### src/rtl/fifo_arbiter.sv
// Round-robin scheduler moving words from four input FIFOs to four output FIFOs by destination
// field, throttled by output almost-full flags; also holds the FIFO threshold configuration.
module fifo_arbiter #(
  parameter int unsigned N_CH          = 4,
  parameter int unsigned DATA_W        = 6,
  parameter int unsigned DEST_LSB      = 4,
  parameter logic [2:0]  UMB_VACIO_RST = 3'd1,
  parameter logic [2:0]  UMB_LLENO_RST = 3'd6
) (
  input  logic                     clk,
  input  logic                     reset,
  input  logic                     init,
  input  logic [2:0]               umbral_vacio_in,
  input  logic [2:0]               umbral_lleno_in,
  input  logic [N_CH-1:0]          in_empty,
  input  logic [N_CH*DATA_W-1:0]   in_data,
  input  logic [N_CH-1:0]          out_almost_full,
  input  logic [N_CH-1:0]          out_full,
  output logic [N_CH-1:0]          in_pop,
  output logic [N_CH-1:0]          out_push,
  output logic [DATA_W-1:0]        out_data,
  output logic [2:0]               umbral_vacio,
  output logic [2:0]               umbral_lleno,
  output logic [1:0]               state,
  output logic                     error
);

  typedef enum logic [1:0] {
    StReset  = 2'd0,
    StInit   = 2'd1,
    StIdle   = 2'd2,
    StActive = 2'd3
  } state_e;

  state_e              state_q, state_d;
  logic [N_CH-1:0]     in_pop_q, out_push_q;
  logic [DATA_W-1:0]   out_data_q;
  logic [2:0]          umbral_vacio_q, umbral_lleno_q;
  logic                error_q;
  logic [1:0]          last_grant_q;
  logic                rd_valid_q;
  logic [1:0]          rd_ch_q;

  logic                any_req, any_af;
  logic [N_CH-1:0]     eligible;
  logic [N_CH-1:0]     grant;
  logic [1:0]          grant_idx;
  logic [1:0]          scan_idx;
  logic                found;
  logic [DATA_W-1:0]   rd_word;
  logic [1:0]          rd_dest;
  logic                drop;
  logic [N_CH-1:0]     push_d;
  logic                init_entry;

  assign any_req  = ~&in_empty;
  assign any_af   = |out_almost_full;
  // A channel popped this cycle still shows non-empty until its FIFO updates.
  assign eligible = ~in_empty & ~in_pop_q;

  always_comb begin
    state_d = state_q;
    unique case (state_q)
      StReset:  state_d = StInit;
      StInit:   if (!init) state_d = StIdle;
      StIdle: begin
        if (init) state_d = StInit;
        else if (any_req && !any_af) state_d = StActive;
      end
      StActive: begin
        if (init) state_d = StInit;
        else if (!any_req || any_af) state_d = StIdle;
      end
    endcase
  end

  always_comb begin
    grant     = '0;
    grant_idx = last_grant_q;
    scan_idx  = '0;
    found     = 1'b0;
    if (state_d == StActive) begin
      for (int i = 1; i <= N_CH; i++) begin
        scan_idx = last_grant_q + 2'(i);
        if (!found && eligible[scan_idx]) begin
          found           = 1'b1;
          grant_idx       = scan_idx;
          grant[scan_idx] = 1'b1;
        end
      end
    end
  end

  assign rd_word    = in_data[int'(rd_ch_q) * DATA_W +: DATA_W];
  assign rd_dest    = rd_word[DEST_LSB +: 2];
  assign drop       = rd_valid_q & out_full[rd_dest];
  assign push_d     = (rd_valid_q && !out_full[rd_dest]) ? (N_CH'(1) << rd_dest) : '0;
  assign init_entry = (state_d == StInit) && (state_q != StInit);

  always_ff @(posedge clk) begin
    if (!reset) begin
      state_q        <= StReset;
      in_pop_q       <= '0;
      out_push_q     <= '0;
      out_data_q     <= '0;
      umbral_vacio_q <= UMB_VACIO_RST;
      umbral_lleno_q <= UMB_LLENO_RST;
      error_q        <= 1'b0;
      last_grant_q   <= 2'd3;
      rd_valid_q     <= 1'b0;
      rd_ch_q        <= '0;
    end else begin
      state_q    <= state_d;
      in_pop_q   <= grant;
      if (found) last_grant_q <= grant_idx;
      // last_grant_q names the channel whose pop strobe is high this cycle.
      rd_valid_q <= |in_pop_q;
      rd_ch_q    <= last_grant_q;
      out_push_q <= push_d;
      if (rd_valid_q && !drop) out_data_q <= rd_word;
      if (state_q == StInit) begin
        umbral_vacio_q <= umbral_vacio_in;
        umbral_lleno_q <= umbral_lleno_in;
      end
      if (drop) error_q <= 1'b1;
      else if (init_entry) error_q <= 1'b0;
    end
  end

  assign in_pop       = in_pop_q;
  assign out_push     = out_push_q;
  assign out_data     = out_data_q;
  assign umbral_vacio = umbral_vacio_q;
  assign umbral_lleno = umbral_lleno_q;
  assign state        = state_q;
  assign error        = error_q;

endmodule

### config.mk
export PLATFORM = sky130hd
export DESIGN_NAME = fifo_arbiter
export DESIGN_NICKNAME = d
export VERILOG_FILES = /design/src/rtl/fifo_arbiter.sv
export SDC_FILE = /design/constraint.sdc
export NUM_CORES = 1
export LEC_CHECK = 0
export ABC_CLOCK_PERIOD_IN_PS = 5200
export CAP_MARGIN = 20
export CELL_PAD_IN_SITES_DETAIL_PLACEMENT = 0
export CELL_PAD_IN_SITES_GLOBAL_PLACEMENT = 1
export CORE_ASPECT_RATIO = 1.5
export CORE_MARGIN = 5
export CORE_UTILIZATION = 33
export CTS_CLUSTER_DIAMETER = 150
export CTS_CLUSTER_SIZE = 16
export DETAILED_ROUTE_END_ITERATION = 12
export PLACE_DENSITY_LB_ADDON = 0.08
export RECOVER_POWER = 50
export SKIP_CTS_REPAIR_TIMING = 1
export SLEW_MARGIN = 20
export SYNTH_ARGS = -nofsm -noshare
export SYNTH_HDL_FRONTEND = slang
export SYNTH_SLANG_ARGS = --single-unit
### constraint.sdc
create_clock -name clk -period 5.2 [get_ports clk]
set_clock_uncertainty 0.1 [all_clocks]
set_input_delay 1.04 -clock clk [delete_from_list [all_inputs] [get_ports clk]]
set_output_delay 1.04 -clock clk [all_outputs]
set_load 0.02 [all_outputs]
==> impl_metrics.yaml, run 1 <==
status:
  status: "completed"
floorplanning:
  dieHeight_um: 97.9
  core_um2: 5080
  area_of_the_die_um2: 6710
  die_width_um: 68.6
  pin_count: 68
  initial_util_pct: 33.4
  core.rowCount: 32
grt:
  maximum_number_of_pins_on_one_net_before_global_route_repair: 28
  grt_pass1_vias: 1591
  track_usage_pct: 14.1
  grt_overflow_total: 0
  grt_pass1_wl_mm: 7.42
  grt_antenna_before_repair: 0
cells_and_area:
  regArea_um2: 561
  nets: 313
  filler_cell_count: 535
  area_delta_synth_final_pct: 45.6
  multi_input_area_um2: 1060
  insertedDiodeCount: 0
  drive_above_1_share_pct: 8.88
critical_path:
  cp-start-kind: "input pin"
  ff2ff_path_depth: 7
  worst-r2r-setup-slack_ns: 2.35
  critPathRequiredTime_ns: 5.30
  worst-setup-path-type: "input pin to register"
  crit_end: "in_pop[0]$_SDFF_PN0_"
  endpoint_kind: "register"
  path_max_fanout: 27
  critical_path_arrival_ns: 3.40
  worst_r2r_startpoint: "last_grant_q[0]$_SDFFE_PN1P_"
  end_of_the_worst_register_to_register_path: "in_pop[0]$_SDFF_PN0_"
  worstSetupStartpoint: "reset"
synthesis:
  ys_warns: 0
  synth.ff_latch_count: 28
  synth_cells: 195
  synth-edff-count: 0
  syn_nets: 248
  syn-cell-area_um2: 1700
  synth.avg_cell_area_um2: 8.71
  synthArstFlopShare_pct: 0
  synth-main-ff-cell: "sky130_fd_sc_hd__dfxtp_1"
  number_of_distinct_standard_cells_referenced_by_the_synthesized_netlist: 40
  synth_sequential_area_ratio_pct: 33.0
clock_tree:
  cts_htree_levels: 1
  clkTransAtPathRegs_ns: 0.10
  tritoncts: "built"
  clock_tree.root_cell: "sky130_fd_sc_hd__clkbuf_8"
  clkSinkCount: 28
  max-clock-path-buffers: 2
  cts_buf_count: 3
  clk-insertion-delay-late_ns: 0.27
power_and_ir_drop:
  fin_total_pwr_w: 0.000456
  static-leakage-power_nw: 0.934
  powerDensity_nw_per_um2: 184
  peakVddDrop_uv: 78.2
detailed_routing:
  vias_after_detailed_routing: 1657
  first_pass_iters: 4
  drc: 0
  dr.first_iter.drc_count: 41
  route.detailed.vias_per_inst: 5.07
  drt.antenna.violating_nets: 0
  wire_per_inst_um: 14.4
  finalWirelength_mm: 4.72
timing:
  worst-slew-pin-transition_ns: 1.10
  setup_violations: 0
  grt_setup_unrepaired: "no"
  final.setup.worst_slack_ns: 1.90
  share_of_the_cycle_needed_by_the_critical_path_after_routing_pct: 63.5
  finalHoldViolations: 0
  slew_headroom_pct: 27.0
  timing.fmax_mhz: 303
  fin_tns_setup_ns: 0
  final.min_clock_period_ns: 3.30
  slew_viol_final: 0
place:
  place_congestion: 0.814
  placement.setup.worst_slack_ns: 1.62
  port-buffer-count: 67
  dp_hpwl_mm: 3.95
min_path:
  worst_hold_path.num_cells: 2
  hold_path_class: "register to register"
flow_run:
  max_cap_viol_count: 0
[cells in the mapped netlist, drive strengths merged, types with 8 or more instances]
library cell,count,area share (%)
nor2,8,1.8
nand2,32,7.2
mux4,8,11
ha,8,5.9
inv,8,1.8
o21ai,16,4.7
and2,8,2.9
dfxtp,28,33
nor3,11,3.2
nand3,14,4.1
[metrics by stage]
step                cells  utilization (%)  instance area (um^2)  hold WS [ns]
floorplan             195                -                  1700         0.382
global placement      323             47.5                  2420         0.342
detailed placement    323             47.5                  2420         0.354
CTS                   327             48.6                  2470         0.368
global route          327             48.6                  2470         0.387
finish                327             48.6                  2470         0.361
[sequential cells by signal (all words and copies together), names as in the netlist]
register,flops
out_data,6
out_push,4
in_pop,4
error,1
umbral_vacio,3
state,2
rd_valid_q,1
last_grant_q,2
rd_ch_q,2
umbral_lleno,3
[worst max-delay path: stages]
cell and delay [ns]:
sky130_fd_sc_hd__dlygate4sd3_1 0.52, sky130_fd_sc_hd__clkbuf_1 0.81, sky130_fd_sc_hd__nor4b_2 0.67, sky130_fd_sc_hd__nand2_1 0.17, sky130_fd_sc_hd__o221ai_1 0.18
[how the worst min path moves through the flow]
stage                                  from                      endpoint  slack (ns)
6_report           out_data[3]$_SDFFE_PN0P_      out_data[3]$_SDFFE_PN0P_        0.36
5_1_grt        umbral_lleno[1]$_SDFFE_PN1P_  umbral_lleno[1]$_SDFFE_PN1P_        0.39
4_1_cts            out_data[3]$_SDFFE_PN0P_      out_data[3]$_SDFFE_PN0P_        0.37
3_5_place_dp       out_data[3]$_SDFFE_PN0P_      out_data[3]$_SDFFE_PN0P_        0.35
3_3_place_gp       out_data[3]$_SDFFE_PN0P_      out_data[3]$_SDFFE_PN0P_        0.34
2_1_floorplan         rd_valid_q$_SDFF_PN0_      out_data[4]$_SDFFE_PN0P_        0.38
[cell families after synthesis]
family / after synthesis / synth area share, %
DFF: 28 / 33.0
adders and majority gates: 8 / 5.89
and+or+nand+nor: 86 / 24.3
buffers and inverters: 17 / 4.93
AOI/OAI and AO/OA: 42 / 17.3
muxes: 14 / 14.6
[cell type report]
| class | instances | share of cell area [%] |
|---|---|---|
| Inverter | 8 | 1.21 |
| Clock buffer | 4 | 2.23 |
| Tap cell | 68 | 3.44 |
| Timing Repair Buffer | 69 | 27.6 |
| Sequential cell | 28 | 22.7 |
| Multi-Input combinational cell | 150 | 42.9 |
[metal layers]
metal,wire length [um],track usage (%),up-vias,part of all wire (%)
met5,0,0,-,0
met4,63,5.36,0,1.3
met3,400,2.30,4,8.5
met2,2460,25.4,58,52
met1,1800,15.6,758,38
li1,-,-,837,-
[placed cells by master (no fill, tap or decap), types with 5 or more instances in the layout]
cell type / Yosys / layout
sky130_fd_sc_hd__clkdlybuf4s50_1: 0 / 52
sky130_fd_sc_hd__o21ai_0: 15 / 15
sky130_fd_sc_hd__ha_1: 8 / 8
sky130_fd_sc_hd__nand3_1: 14 / 14
sky130_fd_sc_hd__nor3_1: 11 / 11
sky130_fd_sc_hd__mux4_2: 8 / 8
sky130_fd_sc_hd__a21boi_0: 5 / 5
sky130_fd_sc_hd__nand2_1: 31 / 31
sky130_fd_sc_hd__nor2_1: 8 / 8
sky130_fd_sc_hd__and2_0: 4 / 6
sky130_fd_sc_hd__o221ai_1: 5 / 5
sky130_fd_sc_hd__inv_1: 8 / 8
sky130_fd_sc_hd__dfxtp_1: 28 / 28
sky130_fd_sc_hd__dlygate4sd3_1: 0 / 15
[where the power goes]
part / switching [W] / leakage (nW) / internal, W
clock network: 0.0000641 / 0.0288 / 0.0000677
registers: 0.00000525 / 0.228 / 0.000220
logic: 0.0000409 / 0.678 / 0.0000578
(Power assumes the default switching activity.)
==> run 2: changes to the inputs <==
--- a/config.mk
+++ b/config.mk
@@ -5,13 +5,13 @@
 export SDC_FILE = /design/constraint.sdc
 export NUM_CORES = 1
 export LEC_CHECK = 0
-export ABC_CLOCK_PERIOD_IN_PS = 5200
+export ABC_CLOCK_PERIOD_IN_PS = 3400
 export CAP_MARGIN = 20
 export CELL_PAD_IN_SITES_DETAIL_PLACEMENT = 0
 export CELL_PAD_IN_SITES_GLOBAL_PLACEMENT = 1
 export CORE_ASPECT_RATIO = 1.5
 export CORE_MARGIN = 5
-export CORE_UTILIZATION = 33
+export CORE_UTILIZATION = 31
 export CTS_CLUSTER_DIAMETER = 150
 export CTS_CLUSTER_SIZE = 16
 export DETAILED_ROUTE_END_ITERATION = 12
==> constraint.sdc (replaced) <==
create_clock -name clk -period 3.4 [get_ports clk]
set_clock_uncertainty 0.1 [all_clocks]
set_input_delay 0.68 -clock clk [delete_from_list [all_inputs] [get_ports clk]]
set_output_delay 0.68 -clock clk [all_outputs]
set_load 0.02 [all_outputs]
==> run 2 against run 1 <==
Effect of this change: count of clock-buffer cells in the layout unchanged; highest routed layer unchanged; routed wire length increased by 15%; worst setup slack got worse by 1.1 ns; critical endpoint is now out_data[5]$_SDFFE_PN0P_; utilization decreased by 2.4 points; largest power group unchanged; global-route usage increased by 1.6 points; sequential power increased by 53%; combinational power increased by 56%.
==> impl_metrics.yaml, run 2 (synthesized netlist as in run 1, its figures left out) <==
power_and_ir_drop:
  switching_power_w: 0.000177
  part_of_the_total_power_dissipated_in_combinational_logic_pct: 21.8
  powerDensity_nw_per_um2: 282
  switching_share_pct: 25.0
  intPower_w: 0.000528
  peakVddDrop_uv: 134
  share_clk_of_total_power_pct: 29.3
  power.sequential.fraction_pct: 48.9
  static-leakage-power_nw: 0.954
cells_and_area:
  drive_above_1_share_pct: 9.89
  largest_register_ffs: 6
  insertedDiodeCount: 0
  postLayoutCoreUtil_pct: 46.2
  layout.cells.most_common: "sky130_fd_sc_hd__clkdlybuf4s50_1"
  area_delta_synth_final_pct: 47.1
  nets: 317
  layout_common_cells: "sky130_fd_sc_hd__clkdlybuf4s50_1, sky130_fd_sc_hd__nand2_1, sky130_fd_sc_hd__dfxtp_1"
flow_run:
  max_cap_viol_count: 0
timing:
  slew_headroom_pct: 30.8
  finalHoldViolations: 0
  setup_violations: 0
  grt_setup_unrepaired: "no"
  final.min_clock_period_ns: 2.59
  slew_viol_final: 0
  fin_tns_setup_ns: 0
  timing.fmax_mhz: 386
  worst-slew-pin-transition_ns: 1.04
  share_of_the_cycle_needed_by_the_critical_path_after_routing_pct: 76.2
grt:
  grt_pass1_vias: 1770
  maximum_number_of_pins_on_one_net_before_global_route_repair: 27
  grt_antenna_before_repair: 0
  grt_overflow_total: 0
  grt_pass1_wl_mm: 8.76
  track_usage_pct: 15.7
clock_tree:
  clkTransAtPathRegs_ns: 0.09
  cts_buf_count: 3
  tritoncts: "built"
  clock_tree.root_cell: "sky130_fd_sc_hd__clkbuf_8"
  clk-insertion-delay-late_ns: 0.27
  cts_htree_levels: 1
  max-clock-path-buffers: 2
  clkSinkCount: 28
critical_path:
  endpoint_kind: "register"
  worst-setup-path-type: "input pin to register"
  critical_path_arrival_ns: 2.69
  crit_path_cell_trace: "clkdlybuf4s50_1 > mux4_2 > mux2_4 > o22ai_4 > nand2_2 > o22ai_1"
  cp-start-kind: "input pin"
  crit_path_top_delay_cell: "sky130_fd_sc_hd__mux4_2"
  cp_slowest_stage_delay_ns: 0.55
  path_max_fanout: 11
  critPathRequiredTime_ns: 3.50
detailed_routing:
  first_pass_iters: 4
  dr.first_iter.drc_count: 56
  wire_per_inst_um: 16.3
  drc: 0
  drt.antenna.violating_nets: 0
  vias_after_detailed_routing: 1696
  finalWirelength_mm: 5.43
  route.detailed.vias_per_inst: 5.09
floorplanning:
  die_width_um: 70.5
  area_of_the_die_um2: 7090
  initial_util_pct: 31.4
  core.rowCount: 33
  dieHeight_um: 101
  core_um2: 5410
  pin_count: 68
place:
  dp_hpwl_mm: 4.43
  place_congestion: 0.836
  port-buffer-count: 67
min_path:
  hold_path_class: "register to register"
status:
  status: "completed"
[run 2: cell count changes in the layout (fill, tap and decap cells not counted)]
cell,previous run,this run
sky130_fd_sc_hd__and2_0,6,5
sky130_fd_sc_hd__nor4b_2,1,0
sky130_fd_sc_hd__buf_4,1,5
sky130_fd_sc_hd__and2_1,2,3
sky130_fd_sc_hd__nor4b_1,0,1
[run 2: cell type report]
class	instances	area (um^2)
Multi-Input combinational cell	150	1050
Tap cell	70	87.6
Sequential cell	28	561
Fill cell	552	2910
Timing Repair Buffer	73	712
Clock buffer	4	55.1
Inverter	8	30.0
[run 2: worst max-delay path, delay by kind of cell]
kind	cells	cell delay [ns]
buffers and inverters	1	0.42
muxes	2	0.91
and+or+nand+nor	1	0.14
AOI/OAI and AO/OA	2	0.54
[run 2: power by group through the flow]
| stage | clock (W) | combinational (W) | sequential [W] |
|---|---|---|---|
| floorplan | 0 | 0.0000707 | 0.000357 |
| global placement | 0 | 0.000157 | 0.000353 |
| detailed placement | 0 | 0.000157 | 0.000353 |
| CTS | 0.000211 | 0.000158 | 0.000345 |
| global route | 0.000226 | 0.000166 | 0.000347 |
| finish | 0.000207 | 0.000154 | 0.000345 |
[run 2: stage by stage]
stage               area, um^2  hold slack [ns]  std cells  worst slack (ns)  total power, W
floorplan                 1700            0.382        195             0.806        0.000427
global placement          2450            0.345        329             0.625        0.000510
detailed placement        2450            0.348        329             0.572        0.000510
CTS                       2500            0.361        333             0.858        0.000715
global route              2500            0.393        333             0.720        0.000738
finish                    2500            0.359        333             0.811        0.000705
[run 2: routing by layer]
metal / GRT usage [%] / wire length (um) / vias up
met4: 7.08 / 157 / 0
li1: - / - / 845
met2: 30.2 / 2950 / 63
met5: 0 / 0 / -
met1: 16.1 / 2050 / 777
met3: 2.99 / 277 / 11
[run 2: final timing paths]
check	startpoint	endpoint	slack, ns	depth (start not counted)
worst max-delay path	in_data[23]	out_data[5]$_SDFFE_PN0P_	0.81	6
worst min-delay path	out_data[3]$_SDFFE_PN0P_	out_data[3]$_SDFFE_PN0P_	0.36	2
worst max register to register	rd_ch_q[0]$_SDFF_PN0_	out_data[5]$_SDFFE_PN0P_	0.91	5
worst min register to register	out_data[3]$_SDFFE_PN0P_	out_data[3]$_SDFFE_PN0P_	0.36	2
==> run 3: changes to the inputs <==
--- a/config.mk
+++ b/config.mk
@@ -5,13 +5,13 @@
 export SDC_FILE = /design/constraint.sdc
 export NUM_CORES = 1
 export LEC_CHECK = 0
-export ABC_CLOCK_PERIOD_IN_PS = 3400
+export ABC_CLOCK_PERIOD_IN_PS = 2230
 export CAP_MARGIN = 20
 export CELL_PAD_IN_SITES_DETAIL_PLACEMENT = 0
 export CELL_PAD_IN_SITES_GLOBAL_PLACEMENT = 1
 export CORE_ASPECT_RATIO = 1.5
 export CORE_MARGIN = 5
-export CORE_UTILIZATION = 31
+export CORE_UTILIZATION = 28
 export CTS_CLUSTER_DIAMETER = 150
 export CTS_CLUSTER_SIZE = 16
 export DETAILED_ROUTE_END_ITERATION = 12
==> constraint.sdc (replaced) <==
create_clock -name clk -period 2.23 [get_ports clk]
set_clock_uncertainty 0.1 [all_clocks]
set_input_delay 0.446 -clock clk [delete_from_list [all_inputs] [get_ports clk]]
set_output_delay 0.446 -clock clk [all_outputs]
set_load 0.02 [all_outputs]
==> run 3 against run 2 <==
Effect of this change: worst setup slack got worse by 0.70 ns; utilization rose by 2.8 points; count of clock-buffer cells in the layout did not move; flip-flop and latch count did not move; total power rose by 64%; sequential power rose by 51%; sequential share of layout area fell by 2.8 points; design area rose by 15%; via count rose by 6.4%; clock power rose by 69%; combinational power rose by 85%; critical endpoint is now in_pop[0]$_SDFF_PN0_; highest routed layer unchanged.
==> impl_metrics.yaml, run 3 (synthesized netlist as in run 1, its figures left out) <==
power_and_ir_drop:
  intPower_w: 0.000877
  peakVddDrop_uv: 207
  share_clk_of_total_power_pct: 30.3
  powerDensity_nw_per_um2: 401
  switching_power_w: 0.000278
  switching_share_pct: 24.0
  fin_total_pwr_w: 0.00116
  part_of_the_total_power_dissipated_in_combinational_logic_pct: 24.6
  power.sequential.fraction_pct: 45.1
  static-leakage-power_nw: 1.15
grt:
  maximum_number_of_pins_on_one_net_before_global_route_repair: 27
  track_usage_pct: 14.3
  grt_overflow_total: 0
  grt_antenna_before_repair: 0
  grt_pass1_vias: 1809
  grt_pass1_wl_mm: 8.86
floorplanning:
  core_um2: 5870
  area_of_the_die_um2: 7760
  pin_count: 68
  dieHeight_um: 105
  initial_util_pct: 28.9
  core.rowCount: 34
  die_width_um: 73.6
place:
  place_congestion: 0.747
  dp_hpwl_mm: 4.57
  port-buffer-count: 67
detailed_routing:
  first_pass_iters: 4
  wire_per_inst_um: 15.2
  route.detailed.vias_per_inst: 4.93
  vias_after_detailed_routing: 1804
  dr.first_iter.drc_count: 47
  drc: 0
  drt.antenna.violating_nets: 0
  finalWirelength_mm: 5.57
timing:
  slew_viol_final: 0
  finalHoldViolations: 0
  timing.fmax_mhz: 472
  grt_setup_unrepaired: "no"
  slew_headroom_pct: 71.4
  final.min_clock_period_ns: 2.12
  fin_tns_setup_ns: 0
  share_of_the_cycle_needed_by_the_critical_path_after_routing_pct: 95.1
  worst-slew-pin-transition_ns: 0.418
  setup_violations: 0
critical_path:
  crit_path_top_delay_cell: "sky130_fd_sc_hd__or4_1"
  endpoint_kind: "register"
  cp_slowest_stage_delay_ns: 0.52
  cp-start-kind: "input pin"
  path_max_fanout: 4
  critical-path-top-delay-family: "simple AND/OR/NAND/NOR gates"
  cp_num_buf_inv: 1
  crit_path_cell_trace: "clkdlybuf4s50_1 > or2_2 > or4_1 > a21oi_1 > nor2_2 > o221ai_2"
  critPathRequiredTime_ns: 2.33
  worst-setup-path-type: "input pin to register"
  critical_path_arrival_ns: 2.22
clock_tree:
  clk-insertion-delay-late_ns: 0.27
  cts_htree_levels: 1
  clock_tree.root_cell: "sky130_fd_sc_hd__clkbuf_8"
  tritoncts: "built"
  cts_buf_count: 3
  clkTransAtPathRegs_ns: 0.10
  max-clock-path-buffers: 2
  clkSinkCount: 28
cells_and_area:
  area_delta_synth_final_pct: 69.5
  layout_common_cells: "sky130_fd_sc_hd__clkdlybuf4s50_1, sky130_fd_sc_hd__buf_4, sky130_fd_sc_hd__nand2_1"
  insertedDiodeCount: 0
  drive_above_1_share_pct: 24.8
  nets: 348
  filler_cell_count: 572
  largest_register_ffs: 6
  layout.cells.most_common: "sky130_fd_sc_hd__clkdlybuf4s50_1"
min_path:
  hold_path_class: "register to register"
flow_run:
  max_cap_viol_count: 0
status:
  status: "completed"
run 3: cell type report:
type / count / area, um^2 / share of cell area, %
inverters: 8 / 30.0 / 1.04
flip-flops and latches: 28 / 566 / 19.6
clock buffers: 4 / 66.3 / 2.30
repair buffers: 104 / 991 / 34.4
well taps: 72 / 90.1 / 3.13
multi-input cells: 150 / 1140 / 39.5
run 3: power by group through the flow:
stage | Clock (W) | Combinational, W | Sequential (W)
finish | 0.000350 | 0.000285 | 0.000521
CTS | 0.000367 | 0.000284 | 0.000521
global placement | 0 | 0.000284 | 0.000532
floorplan | 0 | 0.000108 | 0.000543
detailed placement | 0 | 0.000283 | 0.000532
global route | 0.000384 | 0.000310 | 0.000523
run 3: worst paths after layout:
kind	to	slack (ns)	cells past startpoint	start
worst min register to register	out_data[0]$_SDFFE_PN0P_	0.35	2	out_data[0]$_SDFFE_PN0P_
worst min-delay path	out_data[0]$_SDFFE_PN0P_	0.35	2	out_data[0]$_SDFFE_PN0P_
worst max register to register	out_data[1]$_SDFFE_PN0P_	0.13	6	rd_ch_q[0]$_SDFF_PN0_
worst max-delay path	in_pop[0]$_SDFF_PN0_	0.11	6	in_empty[3]
run 3: routing by layer:
metal / GRT usage (%) / share of wire [%]
met5: 0 / 0
met1: 16.3 / 37
met3: 2.10 / 5.9
met2: 26.5 / 55
met4: 4.53 / 1.6
run 3: worst min-delay path: stages, from the launching register on:
cell and delay [ns]:
sky130_fd_sc_hd__dfxtp_1 0.32, sky130_fd_sc_hd__nand2_1 0.05, sky130_fd_sc_hd__o21ai_1 0.05
run 3: metrics by stage:
| step | std cells | worst slack (ns) | hold WS [ns] | cell area (um^2) | utilization, % |
|---|---|---|---|---|---|
| finish | 366 | 0.110 | 0.354 | 2880 | 49.1 |
| global route | 366 | 0.00732 | 0.369 | 2880 | 49.1 |
| CTS | 364 | -0.0107 | 0.365 | 2770 | 47.1 |
| detailed placement | 360 | -0.265 | 0.351 | 2700 | 46.0 |
| global placement | 360 | -0.260 | 0.341 | 2700 | 46.0 |
| floorplan | 195 | 0.0245 | 0.382 | 1740 | - |
